## config.mk

```make
export PLATFORM = sky130hd
export DESIGN_NAME = imm_encoder
export DESIGN_NICKNAME = d
export VERILOG_FILES = /design/src/rtl/imm_encoder.sv
export SDC_FILE = /design/constraint.sdc
export NUM_CORES = 1
export LEC_CHECK = 0
export ABC_AREA = 0
export CAP_MARGIN = 0
export CORE_MARGIN = 1
export CORE_UTILIZATION = 47
export DETAILED_ROUTE_END_ITERATION = 8
export PLACE_DENSITY_LB_ADDON = 0.25
export SKIP_LAST_GASP = 1
export SLEW_MARGIN = 20
export SYNTH_ARGS = -nofsm -noshare
export SYNTH_HDL_FRONTEND = slang
export SYNTH_SLANG_ARGS = --single-unit
export TNS_END_PERCENT = 10
```

## constraint.sdc

```tcl
create_clock -name clk -period 2.36 [get_ports clk]
set_clock_uncertainty 0.2 [all_clocks]
set_input_delay 0.708 -clock clk [delete_from_list [all_inputs] [get_ports clk]]
set_output_delay 0.708 -clock clk [all_outputs]
set_load 0.02 [all_outputs]
```

## src/rtl/imm_encoder.sv

```systemverilog
// Packs a 32-bit immediate into the I/S/B/J/U field positions of a base instruction
// word, flagging immediates that do not fit; two-stage valid/ready pipeline.
module imm_encoder #(
    parameter int ERR_CNT_W    = 16,
    parameter bit STRICT_ALIGN = 1'b1
) (
    input  logic                 clk,
    input  logic                 reset,
    input  logic                 in_valid,
    output logic                 in_ready,
    input  logic [2:0]           in_immsrc,
    input  logic [31:0]          in_imm,
    input  logic [31:0]          in_base,
    output logic                 out_valid,
    input  logic                 out_ready,
    output logic [31:0]          out_instr,
    output logic                 out_err,
    output logic [ERR_CNT_W-1:0] err_count
);

    localparam logic [2:0] SRC_I = 3'b000;
    localparam logic [2:0] SRC_S = 3'b001;
    localparam logic [2:0] SRC_B = 3'b010;
    localparam logic [2:0] SRC_J = 3'b011;
    localparam logic [2:0] SRC_U = 3'b100;

    logic [31:0] field_mask;
    logic [31:0] field_bits;
    logic        fits;
    logic        misaligned;
    logic [31:0] enc_instr;

    logic                 s1_valid_reg;
    logic [31:0]          s1_instr_reg;
    logic                 s1_err_reg;
    logic                 out_valid_reg;
    logic [31:0]          out_instr_reg;
    logic                 out_err_reg;
    logic [ERR_CNT_W-1:0] err_count_reg;

    logic s2_adv;
    logic s1_adv;
    logic accept;

    assign misaligned = STRICT_ALIGN && in_imm[0];

    // Sign-range checks: the bits above the top encodable bit must all match it.
    always_comb begin
        field_mask = 32'h0000_0000;
        field_bits = 32'h0000_0000;
        fits       = 1'b0;
        case (in_immsrc)
            SRC_I: begin
                field_mask = 32'hFFF0_0000;
                field_bits = {in_imm[11:0], 20'b0};
                fits       = (&in_imm[31:11]) | ~(|in_imm[31:11]);
            end
            SRC_S: begin
                field_mask = 32'hFE00_0F80;
                field_bits = {in_imm[11:5], 13'b0, in_imm[4:0], 7'b0};
                fits       = (&in_imm[31:11]) | ~(|in_imm[31:11]);
            end
            SRC_B: begin
                field_mask = 32'hFE00_0F80;
                field_bits = {in_imm[12], in_imm[10:5], 13'b0, in_imm[4:1], in_imm[11], 7'b0};
                fits       = ((&in_imm[31:12]) | ~(|in_imm[31:12])) & ~misaligned;
            end
            SRC_J: begin
                field_mask = 32'hFFFF_F000;
                field_bits = {in_imm[20], in_imm[10:1], in_imm[11], in_imm[19:12], 12'b0};
                fits       = ((&in_imm[31:20]) | ~(|in_imm[31:20])) & ~misaligned;
            end
            SRC_U: begin
                field_mask = 32'hFFFF_F000;
                field_bits = {in_imm[31:12], 12'b0};
                fits       = ~(|in_imm[11:0]);
            end
            default: begin
                field_mask = 32'h0000_0000;
                field_bits = 32'h0000_0000;
                fits       = 1'b0;
            end
        endcase
        enc_instr = (in_base & ~field_mask) | field_bits;
    end

    assign s2_adv   = ~out_valid_reg | out_ready;
    assign s1_adv   = s1_valid_reg & s2_adv;
    assign in_ready = ~s1_valid_reg | s2_adv;
    assign accept   = in_valid & in_ready;

    always_ff @(posedge clk) begin
        if (reset) begin
            s1_valid_reg  <= 1'b0;
            s1_instr_reg  <= 32'h0000_0000;
            s1_err_reg    <= 1'b0;
            out_valid_reg <= 1'b0;
            out_instr_reg <= 32'h0000_0000;
            out_err_reg   <= 1'b0;
            err_count_reg <= '0;
        end else begin
            if (accept) begin
                s1_valid_reg <= 1'b1;
                s1_instr_reg <= enc_instr;
                s1_err_reg   <= ~fits;
            end else if (s1_adv) begin
                s1_valid_reg <= 1'b0;
            end

            // Output data only changes when a new word moves in, so it holds under stall.
            if (s2_adv) begin
                out_valid_reg <= s1_valid_reg;
                if (s1_valid_reg) begin
                    out_instr_reg <= s1_instr_reg;
                    out_err_reg   <= s1_err_reg;
                end
            end

            if (out_valid_reg && out_ready && out_err_reg && !(&err_count_reg)) begin
                err_count_reg <= err_count_reg + ERR_CNT_W'(1);
            end
        end
    end

    assign out_valid = out_valid_reg;
    assign out_instr = out_instr_reg;
    assign out_err   = out_err_reg;
    assign err_count = err_count_reg;

endmodule

```

==> impl_metrics.csv <==
group,metric,value,unit
global_routing,initial_antenna_violation_count,0,
power,power.leakage,2.124,nW
global_routing,grt_busiest_layer,"met2",
critical_path,timing.setup.critical_path_class,"reg -> out",
logic_synthesis,synthCells,492,
timing,final_period_minus_worst_setup_slack,2411,ps
die,rows,32,
timing,fin_crit_sh,1.021,
timing,timing_max_transition_violations_final,0,
logic_synthesis,most_common_library_cells_after_synthesis,"114 x sky130_fd_sc_hd__nand2_1, 84 x sky130_fd_sc_hd__dfxtp_1, 59 x sky130_fd_sc_hd__a21oi_1",
global_routing,grt_pass1_vias,3875,
route,avgViaCountPerCell,5.337,
die,fp.dieArea,0.008680,mm^2
cts,tritoncts.num_buffers,9,
placed_design,place.port_buffers,121,
cells_and_area,insertedDiodeCount,0,
logic_synthesis,synth_area,0.003906,mm^2
placed_design,gp_congestion,0.9308,
global_routing,grt_overflow,0,
critical_path,critical_path_cell_by_cell,"clkdlybuf4s50_1",
timing,hold_slack,243.1,ps
cells_and_area,post_layout_instance_area,0.005792,mm^2
global_routing,grt_util_all_layers,0.2532,
placed_design,postPlaceCellArea,0.005543,mm^2
run_status,run_status,"finished with violations",
logic_synthesis,synth_top_area_cell,"sky130_fd_sc_hd__dfxtp_1",
timing,report.final.hold_viol_count,0,
cts,clk-insertion-delay-late,340,ps
timing,setup_violations,1,
critical_path,crit_fanout,6,
logic_synthesis,postSynthAreaPerCell,7.940,um^2
timing,tightestPinTransition,411.9,ps
placed_design,dp_hpwl,7780,um
die,coreArea,0.007888,mm^2
run,cap_viol_max_count,0,
die,io-pin-count,122,
cts,clk_pin_slew,90,ps
route,vias,4003,
timing,slew_headroom,0.7229,
global_routing,grt_max_degree,85,
logic_synthesis,async_reset_ff_frac,0,
min_path,start_point_of_the_worst_min_delay_path,"s1_instr_reg[8]",
critical_path,critPathArrivalTime,1500,ps
cts,cts.sinks,84,
route,finalWirelength,10540,um
critical_path,critPathMaxStageDelay,660,ps
timing,final.setup.worst_slack,-50.71,ps
logic_synthesis,ys_seq_elements,84,
die,start_util,0.4952,
route,drtPass1Iterations,5,
route,route.detailed.wl_per_inst,14.05,um
logic_synthesis,top_cell_type_s_share_of_synthesized_area,0.4305,
power,power_density_over_the_cells,561.1,mW/mm^2
power,p_total,3.250,mW
logic_synthesis,synth.top_cells.by_area,"sky130_fd_sc_hd__dfxtp_1 43%, sky130_fd_sc_hd__nand2_1 11%, sky130_fd_sc_hd__a21oi_1 7.6%",
cells_and_area,n_fill_cell,594,
die,fp.dieH,93.17,um
global_routing,met2_usage,0.4259,
cts,cts_buffer_depth,2,
timing,fin_tns_setup,-50.71,ps
cells_and_area,num-nets-final,715,
critical_path,path_delay_family,"buffers and inverters",
logic_synthesis,synthDistinctLibCells,49,
timing,setup_repair_after_global_routing_missed_its_margin,"yes",
placed_design,post-place-cells,733,
logic_synthesis,synth_enable_flop_cells,0,
route,initialDrtViolationCount,183,
route,drt_drc_violations_left,0,
logic_synthesis,synth_nets,564,
critical_path,required_time_of_the_worst_setup_path,1450,ps
cells_and_area,layout-drive-gt1-share,0.1281,
cells_and_area,finish.cell_count_without_fillers,750,
logic_synthesis,synthFlopType,"sky130_fd_sc_hd__dfxtp_1",
logic_synthesis,ys.warnings.count,0,
route,detail-route-antenna-nets,0,
run_status,failed_checks,"negative setup slack",
cts,htreeDepth,3,
placed_design,pre_cts_setup_slack,-597.0,ps
logic_synthesis,leading_cell_type_by_number_of_instances_after_synthesis,"sky130_fd_sc_hd__nand2_1",
global_routing,grt_first_pass_wirelength,17460,um
cells_and_area,area_delta_synth_final,48.27,%
critical_path,timing.critical_path.to_type,"output pin",
cells_and_area,post-route-util,0.7343,
critical_path,critical_path.slowest_cell,"sky130_fd_sc_hd__clkdlybuf4s50_1",
cts,cts-root-buf,"sky130_fd_sc_hd__clkbuf_8",
min_path,hp-class,"reg -> reg",
cts,clock_tree_from_tritoncts,"built",
die,chipWidth,93.17,um
critical_path,rr_startpoint,"err_count[0]",
logic_synthesis,yosysSeqAreaShare,0.4305,
critical_path,start_kind,"register",
global_routing,globalRouteMet3Util,0.04797,
power,max-vdd-ir-drop,0.3235,mV
global_routing,met1_routing_resource_usage_after_global_routing,0.3263,
critical_path,cp_num_buf_inv,1,
critical_path,critPathLaunch,"err_count[0]",
timing,timing.fmax,414.8,MHz
==> per-layer routing <==
metal	part of all wire	vias up	wire length, um
met2	0.48	142	5054
met3	0.057	11	601
met5	0	-	0
li1	-	2003	-
met4	0.011	0	120
met1	0.45	1847	4764
==> power breakdown <==
part           leakage (nW)  switching, mW  internal (mW)  total, mW
clock                 0.120          0.513          0.706       1.22
sequential            0.687         0.0323           1.48       1.51
combinational          1.32          0.245          0.279      0.523
total                  2.12          0.790           2.46       3.25
==> path summary, 6_finish.rpt <==
| check | slack [ps] | end | depth (start not counted) |
|---|---|---|---|
| hold / removal | 240 | out_instr[8] | 2 |
| setup / recovery | -50 | err_count[0] | 1 |
| setup reg to reg | 230 | err_count[1] | 7 |
| hold reg to reg | 240 | out_instr[8] | 2 |
==> repair_timing <==
action,4_1_cts,5_1_grt
pin swaps,0,0
setup endpoints to repair,4,12
hold buffers,0,0
cloned,0,0
setup buffers,1,0
resized for setup,7,1
==> logic make-up after synthesis <==
family                     synth area share
and+or+nand+nor                      0.2774
AOI/OAI and AO/OA                    0.1621
DFF                                  0.4305
buffers and inverters               0.04869
muxes                               0.04901
xor gates and xnor gates            0.02915
adders and majority gates          0.003203
==> placed cells by master, fill, tap and decap left out, types with 4 or more instances in the layout <==
master,instances
sky130_fd_sc_hd__buf_4,49
sky130_fd_sc_hd__clkdlybuf4s50_1,118
sky130_fd_sc_hd__o21ai_0,6
sky130_fd_sc_hd__nand2_1,114
sky130_fd_sc_hd__nand2b_1,8
sky130_fd_sc_hd__nand4_1,7
sky130_fd_sc_hd__a22oi_1,4
sky130_fd_sc_hd__nor3_1,9
sky130_fd_sc_hd__mux2i_1,18
sky130_fd_sc_hd__inv_1,5
sky130_fd_sc_hd__buf_12,5
sky130_fd_sc_hd__dfxtp_1,83
sky130_fd_sc_hd__o211ai_1,7
sky130_fd_sc_hd__nor2_1,41
sky130_fd_sc_hd__a211oi_1,16
sky130_fd_sc_hd__nor4_1,7
sky130_fd_sc_hd__clkbuf_8,9
sky130_fd_sc_hd__nand3_1,24
sky130_fd_sc_hd__xnor2_1,13
sky130_fd_sc_hd__a21oi_1,58
==> cell type report <==
cell class / instances / area, um^2 / share of cell area
tap: 102 / 127.6 / 0.02203
timing repair buffer: 175 / 1674 / 0.2890
clock buffer: 10 / 127.6 / 0.02203
multi-input combinational: 368 / 2048 / 0.3536
clock inverter: 6 / 112.6 / 0.01944
inverter: 5 / 18.77 / 0.003240
sequential: 84 / 1683 / 0.2906
(Power assumes the default switching activity.)
